`config.mk`:
```
export PLATFORM = sky130hd
export DESIGN_NAME = cmd_dispatch_mc
export DESIGN_NICKNAME = d
export VERILOG_FILES = /design/src/rtl/cmd_dispatch_mc.sv
export SDC_FILE = /design/constraint.sdc
export NUM_CORES = 1
export LEC_CHECK = 0
export ABC_AREA = 1
export CAP_MARGIN = 20
export CORE_MARGIN = 2
export CORE_UTILIZATION = 50
export CTS_BUF_LIST = sky130_fd_sc_hd__clkbuf_4 sky130_fd_sc_hd__clkbuf_8
export DETAILED_ROUTE_END_ITERATION = 8
export GPL_TIMING_DRIVEN = 0
export PLACE_DENSITY = 0.81
export SLEW_MARGIN = 25
export SYNTH_ARGS = -nofsm -noshare
export SYNTH_HDL_FRONTEND = slang
export SYNTH_SLANG_ARGS = --single-unit
```
`constraint.sdc`:
```
create_clock -name clk -period 3.7 [get_ports clk]
set_input_delay 0.37 -clock clk [delete_from_list [all_inputs] [get_ports clk]]
set_output_delay 0.37 -clock clk [all_outputs]
set_load 0.02 [all_outputs]
```
`src/rtl/cmd_dispatch_mc.sv`:
```
// cmd_dispatch_mc: decodes 24-bit UART commands into SPI transactions and config registers,
// and returns a one-byte response for each command.
module cmd_dispatch_mc #(
    parameter int NUM_CH       = 3,
    parameter int TRIG_POS_W   = 9,
    parameter int TRIG_LVL_MIN = 46,
    parameter int TRIG_LVL_MAX = 201,
    parameter int SPI_TMO      = 1023
) (
    input  logic                  clk,
    input  logic                  rst,
    input  logic [23:0]           cmd,
    input  logic                  cmd_rdy,
    output logic                  clr_cmd_rdy,
    output logic [7:0]            resp_data,
    output logic                  send_resp,
    input  logic                  resp_sent,
    output logic [15:0]           spi_data,
    output logic                  wrt_spi,
    output logic [2:0]            ss,
    input  logic                  spi_done,
    input  logic [7:0]            eep_rd_data,
    input  logic                  set_cap_done,
    output logic [3:0]            decimator,
    output logic [1:0]            dump_chan,
    output logic                  dump_en,
    output logic [5:0]            trig_cfg,
    output logic [TRIG_POS_W-1:0] trig_pos,
    output logic [3*NUM_CH-1:0]   gain,
    output logic                  busy
);
    localparam int CW = $clog2(SPI_TMO + 1);
    localparam logic [7:0] LMIN = 8'(TRIG_LVL_MIN);
    localparam logic [7:0] LMAX = 8'(TRIG_LVL_MAX);
    localparam logic [63:0] GTAB = {8'hDD, 8'h6B, 8'h46, 8'h28, 8'h14, 8'h09, 8'h05, 8'h02};

    typedef enum logic [1:0] {IDLE, DECODE, SPI_WAIT, RESP} state_t;
    state_t r_state;

    logic                  r_clr, r_send, r_wrt, r_den, r_is_gain, r_is_rd;
    logic [7:0]            r_resp;
    logic [15:0]           r_spi_data;
    logic [2:0]            r_ss, r_ggg;
    logic [3:0]            r_dec;
    logic [1:0]            r_dchan, r_cc;
    logic [5:0]            r_tcfg;
    logic [TRIG_POS_W-1:0] r_tpos;
    logic [3*NUM_CH-1:0]   r_gain;
    logic [CW-1:0]         r_cnt;

    logic [7:0]  w_op, w_byte, w_lvl, w_resp;
    logic [1:0]  w_cc;
    logic [2:0]  w_ggg, w_gsel, w_ss;
    logic        w_ccok, w_spi, w_unused;
    logic [15:0] w_spi_word;

    assign w_op     = cmd[23:16];
    assign w_cc     = cmd[9:8];
    assign w_ggg    = cmd[12:10];
    assign w_byte   = cmd[7:0];
    assign w_ccok   = {30'd0, w_cc} < 32'(NUM_CH);
    assign w_unused = ^cmd[15:14];
    assign w_lvl    = (w_byte < LMIN) ? LMIN : (w_byte > LMAX) ? LMAX : w_byte;
    assign w_spi    = (w_op == 8'h02 && w_ccok) || w_op == 8'h03 || w_op == 8'h08 || w_op == 8'h09;
    assign w_ss     = (w_op == 8'h02) ? {1'b0, w_cc} : (w_op == 8'h03) ? 3'd4 : 3'd5;
    assign w_spi_word = (w_op == 8'h02) ? {8'h13, GTAB[8*w_ggg +: 8]} :
                        (w_op == 8'h03) ? {8'h13, w_lvl} :
                        (w_op == 8'h08) ? {2'b01, cmd[13:0]} : {2'b00, cmd[13:8], 8'h00};

    always_comb begin
        w_gsel = '0;
        for (int n = 0; n < NUM_CH; n++)
            if (w_cc == 2'(n)) w_gsel = r_gain[3*n +: 3];
    end

    // responses for commands that finish without an SPI transaction
    assign w_resp = (w_op == 8'h01 || w_op == 8'h0A) ?
                        (w_ccok ? ((w_op == 8'h01) ? 8'hA5 : {5'b0, w_gsel}) : 8'hEE) :
                    (w_op == 8'h04 || w_op == 8'h05 || w_op == 8'h06) ? 8'hA5 :
                    (w_op == 8'h07) ? {2'b00, r_tcfg} : 8'hEE;

    always_ff @(posedge clk or posedge rst) begin
        if (rst) begin
            r_state    <= IDLE;
            r_clr      <= 1'b0;
            r_send     <= 1'b0;
            r_wrt      <= 1'b0;
            r_den      <= 1'b0;
            r_is_gain  <= 1'b0;
            r_is_rd    <= 1'b0;
            r_resp     <= '0;
            r_spi_data <= '0;
            r_ss       <= '0;
            r_ggg      <= '0;
            r_dec      <= '0;
            r_dchan    <= '0;
            r_cc       <= '0;
            r_tcfg     <= '0;
            r_tpos     <= '0;
            r_gain     <= '0;
            r_cnt      <= '0;
        end else begin
            r_clr  <= 1'b0;
            r_send <= 1'b0;
            r_wrt  <= 1'b0;
            r_den  <= 1'b0;
            if (set_cap_done) r_tcfg[5] <= 1'b1;
            case (r_state)
                IDLE: if (cmd_rdy && !r_clr) r_state <= DECODE;
                DECODE: begin
                    if (w_spi) begin
                        r_state    <= SPI_WAIT;
                        r_wrt      <= 1'b1;
                        r_spi_data <= w_spi_word;
                        r_ss       <= w_ss;
                        r_cnt      <= '0;
                        r_is_gain  <= w_op == 8'h02;
                        r_is_rd    <= w_op == 8'h09;
                        r_cc       <= w_cc;
                        r_ggg      <= w_ggg;
                    end else begin
                        r_state <= RESP;
                        r_send  <= 1'b1;
                        r_resp  <= w_resp;
                        if (w_op == 8'h01 && w_ccok) begin
                            r_dchan <= w_cc;
                            r_den   <= 1'b1;
                        end
                        if (w_op == 8'h04) r_tpos <= cmd[TRIG_POS_W-1:0];
                        if (w_op == 8'h05) r_dec <= cmd[3:0];
                        if (w_op == 8'h06) r_tcfg <= cmd[13:8];
                    end
                end
                SPI_WAIT: begin
                    if (spi_done) begin
                        r_state <= RESP;
                        r_send  <= 1'b1;
                        r_resp  <= r_is_rd ? eep_rd_data : 8'hA5;
                        for (int n = 0; n < NUM_CH; n++)
                            if (r_is_gain && r_cc == 2'(n)) r_gain[3*n +: 3] <= r_ggg;
                    end else if (r_cnt == CW'(SPI_TMO - 1)) begin
                        r_state <= RESP;
                        r_send  <= 1'b1;
                        r_resp  <= 8'hEE;
                    end else begin
                        r_cnt <= r_cnt + 1'b1;
                    end
                end
                RESP: if (resp_sent) begin
                    r_clr   <= 1'b1;
                    r_state <= IDLE;
                end
                default: r_state <= IDLE;
            endcase
        end
    end

    assign clr_cmd_rdy = r_clr;
    assign resp_data   = r_resp;
    assign send_resp   = r_send;
    assign spi_data    = r_spi_data;
    assign wrt_spi     = r_wrt;
    assign ss          = r_ss;
    assign decimator   = r_dec;
    assign dump_chan   = r_dchan;
    assign dump_en     = r_den;
    assign trig_cfg    = r_tcfg;
    assign trig_pos    = r_tpos;
    assign gain        = r_gain;
    assign busy        = r_state != IDLE;
endmodule

```
# --- After elaboration in Yosys (flattened, before gate mapping) ---
# Index checks and enable logic that the tools add are counted.
word_totals:
  ff_bits: 80
  inputBits: 38
  output_inout_bits: 62
  word_cells: 126
classes:
  add_sub_neg: 1
  n_lt_le_gt_ge: 3
  eq_ne: 25
  n_shift: 1
  muxes: 45
  bitwise_logic: 1
  n_reduce_logical: 29
ops:
  columns: ["operator", "count"]
  rows:
  - ["two-way mux 8 bit", 11]
  - ["indexed part select 64 x 7 -> 8 bit (first input constant)", 1]
  - ["two-way mux 15 bit", 3]
  - ["== test 8 x 3 -> 1 bit (second input constant)", 4]
  - ["two-way mux 10 bit", 3]
  - ["AND reduction 3 bit", 9]
  - ["== test 8 x 4 -> 1 bit (second input constant)", 3]
  - ["one-hot mux 10 bit (2 select lines)", 1]
  - ["two-way mux 6 bit", 3]
  - ["== test 8 x 2 -> 1 bit (second input constant)", 2]
  - ["one-hot mux 8 bit (2 select lines)", 1]
  - ["two-way mux 1 bit", 13]
  - ["two-way mux 3 bit", 4]
  - ["inequality test 2 bit (second input constant)", 6]
  - ["adder 10 x 1 -> 10 bit (second input constant)", 1]
  - ["== test 10 bit (second input constant)", 1]
  - ["== test 2 bit (second input constant)", 4]
  - ["== test 8 x 1 -> 1 bit (second input constant)", 1]
  - ["> comparator 8 bit (second input constant)", 1]
  - ["< comparator 8 x 6 -> 1 bit (second input constant)", 1]
  - ["two-way mux 2 bit", 4]
  - ["one-hot mux 2 bit (4 select lines)", 1]
  - ["== test 2 x 1 -> 1 bit (second input constant)", 3]
  - ["logical AND 1 bit", 6]
  - ["10 further kinds", 18]

# --- Depth between registers and ports, before layout ---
# Gate-level depths: netlist of the first run.
depth:
  word_depth: 9
  ltp_mapped: 12
  depth_no_buf: 11

# --- Worst setup path after synthesis of the first run ---
# Ideal clock, no wire load.
synth_path:
  kind: "flip-flop to flip-flop"
  startpoint: "register r_state[1]"
  endpoint: "register r_tpos[0] (netlist: trig_pos[0])"
  setup_time_ns: 0.131
  arrival_ns: 1.583
  required_ns: 3.569
  slack_ns: 1.987
  stages_incl_launch_ff: 8
  path_buffers: 2
  period_less_slack_ns: 1.713
  path_cell_list: "dfrtp_1 > inv_1 > ha_1 > clkbuf_1 > nand4_1 > clkbuf_1 > nand2_1 > o21ai_0"
synth_via:
  elab_chain_len: 2
synth_rtl:
  columns: ["element", "line", "rtl"]
  rows:
  - ["start, declared", "38", "state_t r_state;"]
  - ["start signal, assigned", "84", "r_state <= IDLE;"]
  - ["start signal, assigned", "109", "IDLE: if (cmd_rdy && !r_clr) r_state <= DECODE;"]
  - ["start signal, assigned", "112", "r_state <= SPI_WAIT;"]
  - ["== test 2 x 1 -> 1 bit", "108", "case (r_state)"]
  - ["AND reduction 3 bit (no source line)", null, null]
  - ["end signal, assigned", "129", "if (w_op == 8'h04) r_tpos <= cmd[TRIG_POS_W-1:0];"]
  - ["end, declared", "47", "logic [TRIG_POS_W-1:0] r_tpos;"]
# No other way between the ends.
# A chain may end at the register's enable or synchronous reset.

# --- Worst setup path in the final report of the first run ---
layout_path:
  startpoint: "register r_state[1]"
  endpoint: "register r_tpos[1] (netlist: trig_pos[1])"
# The elaborated chain is that of the path after synthesis.

==> results.txt, run 1 <==
Pin placement for this block handled 100 I/O pins. The actual slew at the worst max-slew pin is 0.520 ns. The floorplan has 33 rows. The logs give 0 for the count of max-cap constraint violations and 0 for the post-CTS setup repair buffer count.

Cell family with the largest share of critical-path delay: buffers and inverters. STA classifies the critical path startpoint as a register. Among all stages on the critical path, the largest delay is contributed by sky130_fd_sc_hd__nand4_1. Dividing the detail-routed via count by the number of cells gives 5.18. The routed layout has 3874 vias.

In this run the worst path has a maximum fanout of 10. The final critical delay including setup and external delays works out to 2.14 ns. Setup repair after global routing left no endpoint under its margin. After the first detailed-routing iteration, the DRC count stood at 265. The number of clock buffers added by TritonCTS is 9. The average cell area after synthesis is 7.72 sq um, and the data required time of the critical path is 3.97 ns. The proportion of netlist area held by the largest area contributor is 0.481. Proportion of synthesized flip-flops having asynchronous set or reset: 1.00.

The worst-case IR drop observed on VDD is 334 uV. The tools report the total overflow reported by the global router as 0. Number of global-route vias before repair: 3738. The power density over the cells was 490 nW/um^2; the number of nets in the layout was 687. On the final layout, the worst clock skew is 0.0136 ns. The tools report the total DRC errors in the routed layout as 0.

Counting instances in the post-synthesis netlist gives the leading cell types as 191 x sky130_fd_sc_hd__nand2_1, 79 x sky130_fd_sc_hd__dfrtp_1, 47 x sky130_fd_sc_hd__inv_1. The tools report the number of hold violations in the final report as 0. The leakage dissipation was 2.57 nW. For the worst-skew pair later-pin latency, the log shows 0.36 ns. The flow ran to the end, and the final reports show no timing, DRC or antenna violations. The H-tree generated during clock tree synthesis spans 3 levels.

Clock-pin slew was measured on the worst setup and hold paths at 0.09 ns. The initial core utilization is 0.507. The number of nets handed over by synthesis was 581. Yosys printed 0 warnings.

The cell with the most instances on the worst path is sky130_fd_sc_hd__clkbuf_1. The core region is 8090 sq um. After synthesis the netlist holds a flip-flop and latch count of 79. The mapped netlist covers 4110 sq um.

The maximum clock rate was 468 MHz; the number of enable-type register cells in the synthesized netlist was 0. The number of cells in the design after placement is 732. Walking the worst path, the cells encountered are inv_1 -> ha_1 -> clkbuf_1 -> nand4_1 -> clkbuf_1 -> o21ai_0. In the synthesized netlist, the number of instances is 532. Ranked by total cell area, the synthesized netlist is headed by sky130_fd_sc_hd__dfrtp_1 48%, sky130_fd_sc_hd__nand2_1 17%, sky130_fd_sc_hd__o21ai_0 5.6%. The worst setup path category was reg -> reg. The detailed-placement wirelength estimate was 8000 microns.

In this run, post-CTS repair resized a total of 0 instances. The largest single stage delay on the critical path is 0.45 ns. The worst setup path is captured at a register. CTS saw 79 sinks. The logs give 2 for the clock tree buffer depth and 748 for the number of standard cells in the final layout excluding fillers.

The number of max-slew violations in the final report was 0; the die span in y was 94.6 microns. 0 antenna diodes ended up in the layout. TritonCTS built the clock tree.

In the synthesized netlist the dominant register cell turns out to be sky130_fd_sc_hd__dfrtp_1. The tools report the final weighted congestion in routability-driven placement as 0.879. The run gives 8950 sq um as the die footprint. The cell sitting at the root of the clock tree is a sky130_fd_sc_hd__clkbuf_8.

Counting both buffers and inverters, the worst setup path holds a total of 3. In the final routed layout, each cell accounts on average for 14.0 microns. Entering global routing, the biggest net connects 48 pins.

STA puts the critical path data arrival time at 2.41 ns. The proportion of synthesized chip area in sequential cells was 0.481; the die outline width was 94.6 microns. In the final timing run, aggregate negative setup slack is 0 ns. The logs give 34 for the number of library cell types mapped by synthesis and 17600 microns for the wire length of the first global-routing pass.

The worst hold-check path type was in -> async. The post-route clock period utilization is 0.578. The logs give 0.653 for the relative slew slack and 5 for the detailed-router iteration count before antenna repair. In this run, post-CTS hold repair placed 0 buffers. The total length of routed wires was 10500 microns. The fraction of layout cells with a size suffix above 1 came out at 0.0715. The largest total area in the synthesized netlist belongs to sky130_fd_sc_hd__dfrtp_1. The run gives 0 as the initial antenna violation count.

Relative to the synthesized area, the layout overhead comes to 31.3%. The count of nets left with antenna violations once routing finished came out at 0. The number of inserted filler cells in the final layout is 675. In this run the tool buffered the top-level ports with 94 buffer cells. Among all cell types in the netlist, the one instantiated most often is sky130_fd_sc_hd__nand2_1.

The logs give 0 for the setup-violating endpoint count in the final report and 0.252 for the overall routing resource usage.
==> kinds of logic after synthesis <==
family,Yosys count,synth area share
XOR/XNOR,7,0.0149
buffers and inverters,64,0.0625
AND/OR/NAND/NOR,293,0.304
AO/OA/AOI/OAI,75,0.0978
multiplexers,2,0.00518
other,1,0.000913
flip-flops,79,0.481
adder cells (fa/ha/maj),11,0.0335
==> cell usage in the layout, fill, tap and decap left out, types with 8 or more instances in the layout <==
master,synthesis,final
sky130_fd_sc_hd__nand2_1,191,191
sky130_fd_sc_hd__clkdlybuf4s50_1,0,94
sky130_fd_sc_hd__dfrtp_1,79,79
sky130_fd_sc_hd__inv_1,47,46
sky130_fd_sc_hd__o21ai_0,46,46
sky130_fd_sc_hd__nand3_1,40,40
sky130_fd_sc_hd__nor2_1,33,33
sky130_fd_sc_hd__o21ai_1,11,11
sky130_fd_sc_hd__ha_1,11,11
sky130_fd_sc_hd__clkbuf_8,0,9
sky130_fd_sc_hd__a21oi_1,8,8
==> metrics by stage <==
step                      worst slack (ns)  area (sq um)   util  hold slack [ns]  total power, mW
after floorplan                       1.31          4110      -            0.459             1.67
after detailed placement              1.42          5210  0.644            0.465             2.05
after CTS                             1.53          5390  0.666            0.350             2.66
after global routing                  1.29          5390  0.666            0.378             2.82
final                                 1.56          5390  0.666            0.361             2.65
after global placement               0.129          5180  0.640            0.461             2.02
==> layout make-up <==
class	count	area (sq um)	share of cell area
well taps	105	131	0.0244
clock inverters	6	52.6	0.00974
multi-input cells	389	1870	0.347
clock buffers	10	131	0.0244
repair buffers	95	968	0.180
plain buffers	12	61.3	0.0114
inverters	52	198	0.0367
flip-flops and latches	79	1980	0.367
==> sequential cells by signal (all words and copies together) (netlist names) <==
signal	flops
clr_cmd_rdy	1
decimator	4
dump_chan	2
dump_en	1
gain	9
r_cc	2
r_cnt	10
r_ggg	3
r_is_gain	1
r_is_rd	1
r_state	2
resp_data	8
send_resp	1
spi_data	15
ss	3
trig_cfg	6
trig_pos	9
wrt_spi	1
==> report_power, final <==
part,switching [mW],internal (mW)
logic,0.581,0.375
clock network,0.342,0.262
registers,0.0870,0.998
==> worst paths after layout <==
path	from	endpoint	slack, ns	cells past startpoint
min in group clk	cmd[9]	ss[1]	0.37	3
setup reg to reg	r_state[1]	trig_pos[1]	1.56	6
hold / removal	rst	r_state[0]	0.36	2
hold reg to reg	resp_data[6]	resp_data[6]	0.48	2
setup / recovery	r_state[1]	trig_pos[1]	1.56	6
max in group asynchronous	rst	trig_cfg[1]	2.78	3
==> worst register-to-register path, cell delays in order, from the launching register on <==
cell	delay (ns)
sky130_fd_sc_hd__dfrtp_1	0.42
sky130_fd_sc_hd__inv_1	0.12
sky130_fd_sc_hd__ha_1	0.15
sky130_fd_sc_hd__clkbuf_1	0.38
sky130_fd_sc_hd__nand4_1	0.45
sky130_fd_sc_hd__clkbuf_1	0.32
sky130_fd_sc_hd__o21ai_0	0.21
==> routing by layer <==
metal,vias up,wire length [microns],global-route usage
met5,-,0,0
met4,0,190,0.0773
met3,18,691,0.0615
met1,1803,4560,0.330
met2,135,5050,0.415
li1,1918,-,-
No activity file was read; power rests on OpenSTA's default activity.
==> run 2: changes to the inputs <==
Settings changed: CORE_UTILIZATION 50 to 46, PLACE_DENSITY 0.81 to 0.78.
Clock period 3.7 ns to 1.8 ns, I/O delays scaled along.
==> run 2 against run 1 <==
Compared with the run above:
- clock power grew to 2.5 times the previous value
- worst hold slack lost 0.20 ns
- global-route usage shrank 1.7 points
- critical path depth up 2
- die area grew 8.3%
- clock-buffer cell count did not move
- via count increased by 1.8%
- combinational power is 120% higher
- largest cell class unchanged
==> results.txt, run 2 (synthesis results as in run 1) <==
The flow ran to the end, and the final reports show no timing, DRC or antenna violations. The number of nets in the layout was 692 (+0.73%); the final critical delay including setup and external delays was 1.72 ns (-0.422 ns). Number of inserted filler cells in the final layout: 759 (+12%). Initial core utilization: 0.473 (-0.0342). TritonCTS built the clock tree. The actual slew at the worst max-slew pin is 0.569 ns (+0.0488 ns), and the register-to-register setup slack is 0.08 ns (-1.48 ns). For the total length of routed wires, the log shows 10900 microns (+4.2%).

For the power share of the sequential group, the log shows 0.386 (-0.024). The initial antenna violation count came out at 0 (unchanged). The detailed-placement wirelength estimate is 8190 microns (+2.5%), and the post-route antenna net violation count is 0 (unchanged). The count of max-cap constraint violations was 0 (unchanged). The logs give 2.04 ns (-1.93 ns) for the data required time of the critical path and 0.235 (-0.0173) for the overall routing resource usage. The clock tree root driver cell is sky130_fd_sc_hd__clkbuf_8. The run gives 0 (unchanged) as the number of max-slew violations in the final report. The final weighted congestion in routability-driven placement is 0.936 (+6.6%), and the wire length of the first global-routing pass is 18400 microns (+4.8%). Relative slew slack: 0.618 (-0.0354). The worst setup path category is reg -> reg. The total DRC errors in the routed layout came out at 0 (unchanged). The run gives 0.259 (+0.031) as the share of power burned in the clock network.

The run gives 33 (-31%) as the pin count of the biggest net entering global routing. The switching part of the total is 0.363 (-0.0189), and the die footprint is 9700 sq um (+8.3%). The startpoint identified for the worst register-to-register timing path is r_state[0]. The number of port buffers is 94 (unchanged). On the critical path, the stage with the largest delay is an instance of sky130_fd_sc_hd__dfrtp_2.

Clock-pin slew reported for the worst setup and hold paths after clock tree synthesis: 0.08 ns (about the same). The min-delay analysis places its worst path in the category in -> async. The die span in y was 98.5 microns (+4.1%); the number of clock sinks seen by CTS was 79 (unchanged). The worst register-to-register path ends at gain[4].

In the layout the commonest cells are 189 x sky130_fd_sc_hd__nand2_1, 93 x sky130_fd_sc_hd__clkdlybuf4s50_1, 77 x sky130_fd_sc_hd__dfrtp_1, 46 x sky130_fd_sc_hd__inv_1, 45 x sky130_fd_sc_hd__o21ai_0. The tools report the setup-violating endpoint count in the final report as 0 (unchanged). STA classifies the critical path startpoint as a register. The die outline width is 98.5 microns (+4.1%), and the cell-internal power is 3.71 mW (+130%). The fraction of layout cells with a size suffix above 1 was 0.0972 (+0.0257). Number of global-route vias before repair: 3820 (+2.2%).

The worst supply voltage drop on vdd is 711 uV (+110%). Relative to the synthesized area, the layout overhead comes to 35.3%. The delay of the slowest cell on the worst path came out at 0.45 ns (about the same).

The detailed-router iteration count before antenna repair came out at 5 (unchanged). The average wire per standard cell works out to 14.4 microns (+3.1%). Setup repair after global routing could not meet its margin everywhere. Number of hold violations in the final report: 0 (unchanged). The post-route clock skew is 0.00655 ns (-0.00700 ns), and the number of flip-flops under the largest register name is 15 (unchanged).

The detailed-route vias per instance was 5.22 (+0.73%); the antenna diode count was 0 (unchanged). The worst reg-to-reg path cell count works out to 8 (+2). The post-route clock period utilization is 0.954 (+0.375). The worst-path maximum fanout is 10 (unchanged), and the number of rows created at floorplan is 34 (+3.0%). Leaving out fill and tap cells, the most frequent cell in the layout is sky130_fd_sc_hd__nand2_1. The run gives 756 (+1.1%) as the number of standard cells in the final layout excluding fillers. The maximum clock rate is 583 MHz (+25%).

For the endpoint arrival time on the critical path, the log shows 1.96 ns (-0.45 ns). Traced cell by cell, the critical path runs through inv_1 -> ha_1 -> clkbuf_4 -> nand2_1 -> inv_1 -> nand3_2 -> nand2_1 -> o21ai_0. For the I/O pin total, the log shows 100 (unchanged). The number of DRC violations after detailed-routing iteration 0 was 212 (-20%); the core box area was 8680 sq um (+7.2%). The total number of vias was 3944 (+1.8%); the leakage dissipation was 2.62 nW (+2.2%). The power density over the cells was 1050 nW/um^2 (+110%); the footprint of the flip-flops and latches was 1980 sq um (+0.13%).

The worst setup path is captured at a register. The total of hold buffers inserted after clock tree synthesis was 0 (unchanged); the overall power after layout was 5.82 mW (+120%). The run gives 2 (unchanged) as the clock tree buffer depth. Total overflow reported by the global router: 0 (unchanged). The tools report the critical path endpoint as gain[4]. The tools report the multi-input gate area in the final layout as 1930 sq um (+2.8%). The combinational group share of total power was 0.356 (-0.005); the CTS buffer count was 9 (unchanged). The number of H-tree levels is 3 (unchanged), and the number of cells in the design after placement is 736 (+0.55%).

The tools report the worst-skew pair later-pin latency as 0.36 ns (about the same). Launch point of the critical path: r_state[0]. Net switching power: 2.12 mW (+110%).
-- run 2: power groups by stage --
stage / combinational, mW / sequential, mW / clock, mW
2_1_floorplan: 0.954 / 2.48 / 0
3_3_place_gp: 1.91 / 2.26 / 0
3_5_place_dp: 1.98 / 2.27 / 0
4_1_cts: 1.99 / 2.24 / 1.53
5_1_grt: 2.31 / 2.28 / 1.60
6_report: 2.07 / 2.25 / 1.51
-- run 2: timing repair --
action                     CTS  global route
resized for setup            4            19
pin swaps                    1             1
setup buffers                2             3
setup endpoints to repair   42            50
-- run 2: area by class of cell --
class	count	share of cell area
flip-flops and latches	79	0.356
multi-input cells	389	0.347
repair buffers	101	0.183
inverters	52	0.0363
clock buffers	10	0.0248
well taps	108	0.0243
clock inverters	6	0.0167
plain buffers	11	0.0117
-- run 2: metrics by stage --
step / TNS, ns / instance area (sq um) / hold WS [ns] / utilization / setup WS [ns]
final: 0 / 5550 / 0.166 / 0.640 / 0.0835
after global routing: -0.0440 / 5550 / 0.165 / 0.640 / -0.0173
after CTS: 0 / 5470 / 0.155 / 0.630 / 0.0101
after detailed placement: -13.61 / 5230 / 0.465 / 0.602 / -0.279
after global placement: -24.61 / 5190 / 0.465 / 0.598 / -0.260
after floorplan: 0 / 4110 / 0.284 / - / 0.0866
-- run 2: how the worst min path moves through the flow --
stage | end | slack, ns | cells past startpoint
4_1_cts | ss[1] | 0.16 | 3
3_5_place_dp | spi_data[6] | 0.46 | 2
3_3_place_gp | spi_data[0] | 0.46 | 2
6_report | trig_pos[2] | 0.17 | 2
5_1_grt | ss[1] | 0.17 | 3
2_1_floorplan | clr_cmd_rdy | 0.28 | 2
-- run 2: critical path, delay by kind of cell, from the launching register on --
kind                       cells  cell delay [ns]
and+or+nand+nor                3             0.42
buffers and inverters          3             0.48
adders and majority gates      1             0.17
DFF                            1             0.45
AOI/OAI and AO/OA              1             0.08
-- run 2: metal layers --
| layer | part of all wire | track usage |
|---|---|---|
| met5 | 0 | 0 |
| met4 | 0.019 | 0.0706 |
| met3 | 0.066 | 0.0652 |
| met2 | 0.49 | 0.393 |
| met1 | 0.43 | 0.299 |
